--- config.mk ---
export PLATFORM = sky130hd
export DESIGN_NAME = instr_fetch
export DESIGN_NICKNAME = d
export VERILOG_FILES = /design/src/rtl/mips_pkg.sv /design/src/rtl/if_id_reg.sv /design/src/rtl/instr_fetch.sv
export SDC_FILE = /design/constraint.sdc
export NUM_CORES = 1
export LEC_CHECK = 0
export CORE_UTILIZATION = 46
export DETAILED_ROUTE_END_ITERATION = 10
export PLACE_DENSITY = 0.77
export SLEW_MARGIN = 10
export SYNTH_ARGS = -nofsm -noshare
export SYNTH_HDL_FRONTEND = slang
export SYNTH_SLANG_ARGS = --single-unit
--- constraint.sdc ---
create_clock -name clk -period 2.75 [get_ports clk]
set_input_delay 0.825 -clock clk [delete_from_list [all_inputs] [get_ports clk]]
set_output_delay 0.825 -clock clk [all_outputs]
set_load 0.02 [all_outputs]
--- src/rtl/mips_pkg.sv ---
// rtl/mips_pkg.sv - shared opcodes, NOP, reset PC and fetch state encoding
package mips_pkg;

  localparam logic [5:0] OP_RTYPE = 6'd0;
  localparam logic [5:0] OP_J     = 6'd2;
  localparam logic [5:0] OP_BEQ   = 6'd4;
  localparam logic [5:0] OP_BNE   = 6'd5;
  localparam logic [5:0] OP_ADDI  = 6'd8;
  localparam logic [5:0] OP_LW    = 6'd35;
  localparam logic [5:0] OP_SW    = 6'd43;

  localparam logic [31:0] NOP              = 32'h0000_0000;
  localparam logic [31:0] DEFAULT_RESET_PC = 32'h0000_0000;

  localparam logic [1:0] ST_BOOT   = 2'd0;
  localparam logic [1:0] ST_FETCH  = 2'd1;
  localparam logic [1:0] ST_HOLD   = 2'd2;
  localparam logic [1:0] ST_SQUASH = 2'd3;

endpackage

--- src/rtl/if_id_reg.sv ---
// rtl/if_id_reg.sv - IF/ID pipeline register with load, hold and flush
module if_id_reg
  import mips_pkg::*;
#(
  parameter int W = 32
) (
  input  logic         clk,
  input  logic         rst_n,
  input  logic         load,
  input  logic         flush,
  input  logic [W-1:0] instr_in,
  input  logic [W-1:0] pc4_in,
  output logic         valid,
  output logic [W-1:0] instr,
  output logic [W-1:0] pc4
);

  // flush wins over load; a flush keeps pc4 and only kills the instruction
  always_ff @(posedge clk or negedge rst_n) begin
    if (!rst_n) begin
      valid <= 1'b0;
      instr <= W'(NOP);
      pc4   <= '0;
    end else if (flush) begin
      valid <= 1'b0;
      instr <= W'(NOP);
    end else if (load) begin
      valid <= 1'b1;
      instr <= instr_in;
      pc4   <= pc4_in;
    end
  end

endmodule

--- src/rtl/instr_fetch.sv ---
// rtl/instr_fetch.sv - fetch FSM, PC/redirect logic and imem handshake
module instr_fetch
  import mips_pkg::*;
#(
  parameter int                  PC_WIDTH = 32,
  parameter logic [PC_WIDTH-1:0] RESET_PC = PC_WIDTH'(DEFAULT_RESET_PC)
) (
  input  logic                clk,
  input  logic                rst_n,
  output logic                imem_req,
  output logic [PC_WIDTH-1:0] imem_addr,
  input  logic                imem_ready,
  input  logic [PC_WIDTH-1:0] imem_rdata,
  input  logic                stall,
  input  logic                branch_taken,
  input  logic [PC_WIDTH-1:0] branch_target,
  input  logic                jump,
  output logic                if_id_valid,
  output logic [PC_WIDTH-1:0] if_id_instr,
  output logic [PC_WIDTH-1:0] if_id_pc4,
  output logic [5:0]          opcode
);

  logic [1:0]          state, state_nx;
  logic [PC_WIDTH-1:0] pc, pc_nx;
  logic [PC_WIDTH-1:0] req_addr, req_addr_nx;
  logic [PC_WIDTH-1:0] hold_buf, hold_buf_nx;
  logic                issued, issued_nx;
  logic [PC_WIDTH-1:0] raw_target, target, addr_inc;
  logic                redirect, resp;
  logic                ifid_load, ifid_flush;
  logic [PC_WIDTH-1:0] ifid_instr_in;

  assign redirect   = branch_taken | (jump & if_id_valid);
  assign raw_target = branch_taken ? branch_target
                                   : {if_id_pc4[PC_WIDTH-1:28], if_id_instr[25:0], 2'b00};
  assign target     = raw_target & ~PC_WIDTH'(3);
  assign addr_inc   = req_addr + PC_WIDTH'(4);

  // issued marks that the current request has been on the bus for at least one
  // cycle, so imem_ready in the very first request cycle is never taken as a reply
  assign resp      = (state == ST_FETCH) & issued & imem_ready;
  assign imem_req  = (state == ST_FETCH) | (state == ST_SQUASH);
  assign imem_addr = ((state == ST_FETCH) && !issued) ? pc : req_addr;

  always_comb begin
    state_nx      = state;
    pc_nx         = pc;
    req_addr_nx   = req_addr;
    hold_buf_nx   = hold_buf;
    issued_nx     = issued;
    ifid_load     = 1'b0;
    ifid_flush    = 1'b0;
    ifid_instr_in = imem_rdata;
    case (state)
      ST_BOOT: begin
        state_nx  = ST_FETCH;
        issued_nx = 1'b0;
      end
      ST_FETCH: begin
        if (!issued) req_addr_nx = pc;
        issued_nx = 1'b1;
        if (redirect) begin
          pc_nx      = target;
          ifid_flush = 1'b1;
          if (resp) issued_nx = 1'b0;
          else      state_nx  = ST_SQUASH;
        end else if (resp && !stall) begin
          ifid_load = 1'b1;
          pc_nx     = addr_inc;
          issued_nx = 1'b0;
        end else if (resp) begin
          hold_buf_nx = imem_rdata;
          state_nx    = ST_HOLD;
        end else if (!stall) begin
          ifid_flush = 1'b1;
        end
      end
      ST_HOLD: begin
        if (redirect) begin
          pc_nx      = target;
          ifid_flush = 1'b1;
          state_nx   = ST_FETCH;
          issued_nx  = 1'b0;
        end else if (!stall) begin
          ifid_load     = 1'b1;
          ifid_instr_in = hold_buf;
          pc_nx         = addr_inc;
          state_nx      = ST_FETCH;
          issued_nx     = 1'b0;
        end
      end
      ST_SQUASH: begin
        // the old request stays on the bus until memory answers; its data is dropped
        if (redirect) begin
          pc_nx      = target;
          ifid_flush = 1'b1;
        end
        if (imem_ready) begin
          state_nx  = ST_FETCH;
          issued_nx = 1'b0;
        end
      end
      default: begin
        state_nx  = ST_BOOT;
        issued_nx = 1'b0;
      end
    endcase
  end

  always_ff @(posedge clk or negedge rst_n) begin
    if (!rst_n) begin
      state    <= ST_BOOT;
      pc       <= RESET_PC;
      req_addr <= RESET_PC;
      hold_buf <= PC_WIDTH'(NOP);
      issued   <= 1'b0;
    end else begin
      state    <= state_nx;
      pc       <= pc_nx;
      req_addr <= req_addr_nx;
      hold_buf <= hold_buf_nx;
      issued   <= issued_nx;
    end
  end

  if_id_reg #(.W(PC_WIDTH)) u_if_id (
    .clk      (clk),
    .rst_n    (rst_n),
    .load     (ifid_load),
    .flush    (ifid_flush),
    .instr_in (ifid_instr_in),
    .pc4_in   (addr_inc),
    .valid    (if_id_valid),
    .instr    (if_id_instr),
    .pc4      (if_id_pc4)
  );

  assign opcode = if_id_instr[PC_WIDTH-1:PC_WIDTH-6];

endmodule
## Word-level counts from Yosys, hierarchy flattened

Cells that the tools add are included.

- Add/sub/neg operators: 1
- Eq/ne operators: 10
- Multiplexer cells: 40
- Bitwise operators: 9
- Reduce and logical (&&, ||, !) cells: 14

Operators by type and width:

| kind | count |
|---|---|
| 32-bit 2-to-1 mux | 12 |
| 32-bit case mux with 3 select lines | 1 |
| 32-bit by 3-bit adder with 32-bit output, second input constant | 1 |
| 1-bit 2-to-1 mux | 16 |
| 2-bit 2-to-1 mux | 7 |
| 3-bit != test, second input constant | 4 |
| 2-bit case mux with 4 select lines | 1 |
| 4-bit AND reduction | 2 |
| 2-bit AND reduction | 3 |
| 5-bit AND reduction | 1 |
| 2-bit equality test, second input constant | 2 |
| 2-bit != test, second input constant | 2 |
| 1-bit NOT | 4 |
| 1-bit case mux with 2 select lines | 2 |
| 1-bit case mux with 4 select lines | 1 |
| 1-bit AND | 3 |
| 3-bit by 2-bit != test with 1-bit output, second input constant | 1 |
| 3-bit nonzero test | 1 |
| 2-bit by 1-bit equality test with 1-bit output, second input constant | 1 |
| 1-bit logical AND | 2 |
| 1-bit zero test | 2 |
| 2-bit zero test | 1 |
| 1-bit OR | 2 |
| 2-bit nonzero test | 1 |
| 2-bit OR reduction | 1 |

- Register bits after elaboration: 164
- Input port bits: 70
- Output and inout bits: 104
- Logic and storage cells: 82

## Longest topological paths before layout

Gate-level depths: netlist of run 1.

- Word-level depth: 9
- Gate-level depth with buffers: 10
- Depth with buffers taken out: 7

## Modules after synthesis

Synthesis of run 1 repeated with hierarchy kept, for this count alone.

- Cells, all modules: 703
- Area, all modules: 8,212.9 um2

By module, submodules not included:

| module | instances | cells each | area each (um2) | sequential area each (um2) |
|---|---|---|---|---|
| instr_fetch | 1 | 527 | 5,564.1 | 2,477.4 |
| if_id_reg | 1 | 176 | 2,648.8 | 1,626.6 |

## Worst setup path after synthesis of run 1

Ideal clock, no wire load.

- Path kind: flip-flop to output port
- From: register state[1]
- To: output imem_addr[10]
- Arrival: 1.942 ns
- Data required time: 1.925 ns
- Slack: -0.017 ns
- Cell stages (with the launch flop): 7
- Path buffers: 1
- Path through: dfrtp_1 > inv_1 > ha_1 > inv_1 > nor2_1 > clkbuf_1 > mux2_2

- Cells in the longest elaborated chain, start to end: 3

RTL lines:

| element | RTL line | RTL |
|---|---|---|
| from (decl) | instr_fetch.sv:24 | `logic [1:0] state, state_nx;` |
| from (signal assigned) | instr_fetch.sv:119 | `state <= state_nx;` |
| 2-bit by 1-bit equality test with 1-bit output | instr_fetch.sv:44 | `assign imem_addr = ((state == ST_FETCH) && !issued) ? pc : req_addr;` |
| 1-bit logical AND | instr_fetch.sv:44 |  |
| 32-bit 2-to-1 mux | instr_fetch.sv:44 |  |
| to (decl) | instr_fetch.sv:11 | `output logic [PC_WIDTH-1:0] imem_addr,` |

Every way passes these cells.

## Worst setup path after layout of run 1

- From: register state[1]
- To: output imem_addr[15]

Same word-level chain as after synthesis.

==> results of run 1 <==
[path summary, 6_finish.rpt]
| check | start | endpoint | slack, ps | depth (start not counted) |
|---|---|---|---|---|
| max | state[1]$_DFFE_PN0P_ | imem_addr[15] | -50 | 8 |
| min | rst_n | u_if_id.instr[1]$_DFFE_PN0P_ | 290 | 1 |
| max reg2reg | state[0]$_DFFE_PN0P_ | pc[19]$_DFFE_PN0P_ | 240 | 8 |
| min reg2reg | u_if_id.pc4[19]$_DFFE_PN0P_ | u_if_id.pc4[19]$_DFFE_PN0P_ | 470 | 2 |
| max in group asynchronous | rst_n | pc[1]$_DFFE_PN0P_ | 1820 | 2 |
| min in group clk | u_if_id.pc4[19]$_DFFE_PN0P_ | u_if_id.pc4[19]$_DFFE_PN0P_ | 470 | 2 |
[cell type report]
type	instances	area [um^2]
inverter	11	41.3
sequential	164	4100
clock buffer	19	443
fill	1213	5290
tap	216	270
multi-input combinational	474	3440
clock inverter	11	113
timing repair buffer	232	2350
[metrics by stage]
step	area, um^2	hold WS, ps	TNS [ps]	utilization, %	setup WS, ps
2_1_floorplan	7670	433	-349	-	-17.5
6_report	10800	290	-654	67.0	-48.7
3_5_place_dp	9950	450	-4670	62.0	-117
4_1_cts	10500	292	-1790	65.5	-101
3_3_place_gp	9950	445	-6110	62.0	-109
5_1_grt	10800	300	-2410	67.0	-108
[per-layer routing]
metal	global-route usage, %	routed length (um)
met1	33.0	9050
met2	40.1	10200
met3	6.60	1440
met4	7.91	350
met5	0	0
[cells in the mapped netlist (4+ instances only)]
cell type / n
o22a_1: 7
a221o_1: 11
dfrtp_1: 164
ha_1: 6
xor2_1: 10
nor4_1: 6
o22ai_1: 10
nor3_1: 12
nor2_1: 29
buf_1: 6
a21o_1: 7
buf_4: 6
xnor2_1: 13
or2_2: 4
or3_1: 7
and3_1: 4
nor2b_1: 5
nand4_1: 14
a211oi_1: 7
mux2i_1: 35
o21ai_0: 67
a21oi_1: 15
nand3_1: 13
nand2_1: 78
mux2_2: 73
clkbuf_1: 32
inv_1: 11
a221oi_1: 4
[kinds of logic (layout without fill, tap and decap cells)]
kind of cell / after synthesis / after routing / share of synthesized area (%)
buffers and inverters: 57 / 273 / 3.20
XOR/XNOR: 23 / 23 / 2.62
AO/OA/AOI/OAI: 148 / 148 / 12.4
adder cells (fa/ha/maj): 6 / 6 / 0.978
flip-flops: 164 / 164 / 53.5
AND/OR/NAND/NOR: 189 / 189 / 12.0
multiplexers: 108 / 108 / 15.3
[sequential cells by signal, indices dropped and copies added (netlist names)]
name           count
u_if_id.valid      1
issued             1
u_if_id.pc4       32
u_if_id.instr     32
state              2
pc                32
hold_buf          32
req_addr          32
[power by group through the flow]
stage,combinational [mW],clock (mW),sequential (mW)
floorplan,2.54,0,4.05
global placement,4.76,0,3.95
detailed placement,4.84,0,3.99
CTS,4.93,2.30,3.97
global route,5.80,2.40,4.11
finish,5.45,2.28,4.01
[timing repair]
action | in CTS | in global routing
cloned | 2 | 2
pin swaps | 1 | 1
endpoints found under the setup margin | 33 | 33
hold endpoints to repair | 0 | 0
resized for setup | 166 | 50
buffers inserted | 3 | 9
[worst max-delay path: stages, from the launching register on]
cell and delay (ps):
dfrtp_1 380, inv_2 80, ha_4 130, inv_2 40
nor2_4 120, buf_6 160, clkbuf_16 160, mux2_4 330
buf_6 140
==> metrics, run 1 <==
status=finished with violations; violated checks=negative setup slack; die width=approximately 130 um; Least-Margin Pin Slew=roughly 650 ps; RSZ-0062 raised after global routing=true; CTS tree=done; WL per Instance=about 19 um; global placement routability congestion=a little under 0.9; CP endpoint kind=primary output; peak supply drop=~0.63 mV; Syn Inst Count=just under 700; drt via density=5.57; drt total wl=21000 um; Static Leak=approximately 4.9 nW; WP data arrival=1970 ps; clock latency on the worst-skew pair=approximately 420 ps; Setup CP Type=reg2out; via count=approximately 6300; mapped cell area=between 0.007 and 0.008 mm^2; power per cell area=~1100 mW/mm^2; IO buf count=~170; Die Area=between 0.015 and 0.02 mm^2; max cap viols=0; Synth Register Bits=between 150 and 200; Post-synth EDFFs=0; largest net degree at the start of global routing=56; sequential share of power=between 30% and 40%; share of cells above drive strength 1=a little under a quarter; final hold vios=0; largest area contributor in the netlist=dfrtp_1; share of the synthesized area in the top cell type=53.5%; gr usage total=between 20% and 30%; number of core rows=46; Num CTS Buffers=17; io pins=approximately 170; Root Buffer=clkbuf_16; worst endpoint required time=between 1500 and 2000 ps; ys async rst share=between 90% and 100%; Synth Flop Type=dfrtp_1; syn_nets=between 700 and 800; nature of the critical path startpoint=register; DRT Pass-1 Iters=5; fin worst setup slack=-48.7 ps; area delta synth->final=40.3%; H-tree Lvls=4; Slew HR=between 50 and 60%; dpl hpwl=about 15000 um; final setup vio count=27; commonest non-fill, non-tap cell in the layout=dfrtp_1; CTS clk-pin slew, worst paths=60 ps; Cell Int Power=approximately 7.4 mW; Fin Clk Skew=about 7.2 ps; post-route ant nets=0; syn avg cell area=around 11 um^2; Initial Util=47.8%; die height=around 130 um; final worst path period share=102%; sw frac=between 30 and 40%; Placed Cells=between 1000 and 1500; Core Footprint=0.0161 mm^2; Clock Sinks=roughly 160; Cell variety after synth=53; Logic pwr share=46.4%; Nets=around 980; DR iter-0 viols=around 440; Max Slew Vio Count=0; post-synthesis sequential area ratio=53.5%; clock group share of total power=approximately 19%; Longest Clk Path Bufs=2; first-pass GRT wire length=33600 um; FMAX=357 MHz; initial antenna violation count=0; Hold Crit Class=in2async; Post-CTS Hold Buffers=0; Psw=between 4 and 5 mW; most frequent cells in the layout=dfrtp_1, clkdlybuf4s50_1, nand2_1; number of global-route vias before repair=just over 6000; Final Power=about 12 mW; Finished Layout Cells=~1100; Final Critical Period=approximately 2800 ps; DRC violations left=0; Ys Warns=0; Area contributors post-synth=dfrtp_1, mux2_2, mux2i_1; critical path peak fanout=6; ant diodes=0; GRT overflow=0
No activity file was read; power rests on OpenSTA's default activity.
==> run 2, diff against run 1 <==
--- a/config.mk
+++ b/config.mk
@@ -5,9 +5,9 @@
 export SDC_FILE = /design/constraint.sdc
 export NUM_CORES = 1
 export LEC_CHECK = 0
-export CORE_UTILIZATION = 46
+export CORE_UTILIZATION = 40
 export DETAILED_ROUTE_END_ITERATION = 10
-export PLACE_DENSITY = 0.77
+export PLACE_DENSITY = 0.68
 export SLEW_MARGIN = 10
 export SYNTH_ARGS = -nofsm -noshare
 export SYNTH_HDL_FRONTEND = slang
==> metrics, run 2 (synthesized netlist as in run 1, its figures left out) <==
status=finished with violations; violated checks=negative setup slack; CP cell instances=inv_2 > ha_4 > inv_2 > nor2_4 > buf_6 > buf_12 > buf_16 > mux2_4 > buf_6; DRC violations left=0; Static Leak=roughly 4.9 nW; hold slack final=368 ps; IO buf count=about 170; Placed Area=between 0.009 and 0.01 mm^2; flop2flop setup slack=about 230 ps; final worst path period share=104%; power per cell area=between 1000 and 1500 mW/mm^2; Initial Util=approximately two fifths; peak supply drop=approximately 0.66 mV; CP endpoint kind=primary output; Final Critical Period=~2900 ps; Cell Int Power=7.69 mW; met3 usage=under 10%; Psw=between 4 and 5 mW; most frequent cells in the layout=dfrtp_1, clkdlybuf4s50_1, nand2_1; met2 GRT Util=36.5%; FMAX=roughly 350 MHz; critical path launch point=state[1]$_DFFE_PN0P_; max cap viols=0; CTS clk-pin slew, worst paths=60 ps; Worst path max stage delay=roughly 380 ps; Longest Clk Path Bufs=2; worst endpoint required time=1930 ps; dpl hpwl=roughly 15000 um; Worst R2R Start=state[0]$_DFFE_PN0P_; cell area after layout=around 0.011 mm^2; Crit-path slowest cell=dfrtp_1; Fin Clk Skew=~9.6 ps; Post-CTS Hold Buffers=0; global placement routability congestion=about 0.88; Setup WS pre-CTS=-260 ps; drt total wl=around 22000 um; fin worst setup slack=-102 ps; gr usage total=between 20 and 25%; fin util=between 50% and 60%; Least-Margin Pin Slew=~660 ps; global routing's busiest layer=met2; drt via density=about 5.4; Logic pwr share=between 40% and 50%; post-route ant nets=0; GRT overflow=0; number of core rows=50; WP data arrival=between 2000 and 2500 ps; Hold Crit Class=in2async; ant diodes=0; die width=141 um; die height=141 um; sequential share of power=33.0%; nature of the critical path startpoint=register; Nets=around 970; Num CTS Buffers=17; commonest non-fill, non-tap cell in the layout=dfrtp_1; Max Slew Vio Count=0; Buf/Inv on CP=6; Slew HR=about 56%; io pins=about 170; reg2reg path depth=9; number of global-route vias before repair=just over 6000; GRT met1 Usage=between 20% and 30%; H-tree Lvls=4; Root Buffer=clkbuf_16; Final Power=around 12 mW; via count=about 6200; Die Area=about 0.020 mm^2; final hold vios=0; CTS tree=done; Setup CP Type=reg2out; DRT Pass-1 Iters=8; CP top delay family=buffers and inverters; WL per Instance=18.9 um; area delta synth->final=41.7%; Clock Sinks=~160; clock latency on the worst-skew pair=430 ps; RR Endpoint=pc[15]$_DFFE_PN0P_; RSZ-0062 raised after global routing=true; final setup vio count=28; critical path peak fanout=8; Core Footprint=0.0188 mm^2; largest net degree at the start of global routing=60; share of cells above drive strength 1=a little under a quarter; first-pass GRT wire length=between 30000 and 40000 um; initial antenna violation count=2; FILL cells=~1600; sw frac=36.8%; clock group share of total power=a little over a fifth; DR iter-0 viols=between 400 and 500
-- run 2: routing by layer --
metal	share of wire [%]	vias up
met1	45	3036
met4	1.8	4
li1	-	2930
met2	48	183
met5	0.12	-
met3	5.4	32
-- run 2: worst max-delay path by stage --
| stage | end | slack (ps) | depth (start not counted) |
|---|---|---|---|
| after global placement | u_if_id.pc4[0]$_DFFE_PN0P_ | -250 | 6 |
| after CTS | imem_addr[28] | -150 | 9 |
| after detailed placement | u_if_id.pc4[1]$_DFFE_PN0P_ | -260 | 6 |
| after floorplan | imem_addr[10] | -20 | 6 |
| final | imem_addr[4] | -100 | 9 |
| after global routing | imem_addr[5] | -160 | 9 |
-- run 2: power groups by stage --
| stage | sequential [mW] | clock (mW) | combinational [mW] |
|---|---|---|---|
| global route | 4.12 | 2.72 | 5.94 |
| CTS | 3.98 | 2.60 | 5.29 |
| global placement | 3.97 | 0 | 4.77 |
| detailed placement | 4.00 | 0 | 4.82 |
| floorplan | 4.05 | 0 | 2.54 |
| finish | 4.01 | 2.57 | 5.57 |
-- run 2: repair_timing --
| action | 4_1_cts | 5_1_grt |
|---|---|---|
| pin swaps | 1 | 1 |
| endpoints found under the hold margin | 0 | 0 |
| resized for setup | 193 | 30 |
| buffers inserted | 7 | 6 |
| cloned | 4 | 2 |
| endpoints found under the setup margin | 33 | 33 |
-- run 2: per-stage QoR --
step / TNS (ps) / std cells
2_1_floorplan: -349 / 695
3_3_place_gp: -15090 / 1094
3_5_place_dp: -17320 / 1094
4_1_cts: -2280 / 1137
5_1_grt: -3610 / 1143
6_report: -1850 / 1143
-- run 2: cell type report --
type / instances / area [um^2] / area share (%)
timing repair buffer: 228 / 2330 / 21.4
inverter: 11 / 41.3 / 0.380
clock inverter: 14 / 201 / 1.85
multi-input combinational: 474 / 3470 / 32.0
clock buffer: 18 / 429 / 3.95
sequential: 164 / 4100 / 37.7
tap: 234 / 293 / 2.69
==> run 3, diff against run 2 <==
--- a/config.mk
+++ b/config.mk
@@ -5,9 +5,10 @@
 export SDC_FILE = /design/constraint.sdc
 export NUM_CORES = 1
 export LEC_CHECK = 0
-export CORE_UTILIZATION = 40
+export CORE_UTILIZATION = 46
 export DETAILED_ROUTE_END_ITERATION = 10
-export PLACE_DENSITY = 0.68
+export GPL_ROUTABILITY_DRIVEN = 0
+export PLACE_DENSITY = 0.77
 export SLEW_MARGIN = 10
 export SYNTH_ARGS = -nofsm -noshare
 export SYNTH_HDL_FRONTEND = slang
==> results of run 3 <==
Same layout as run 1: the final DEF is identical, and so are final timing and power.
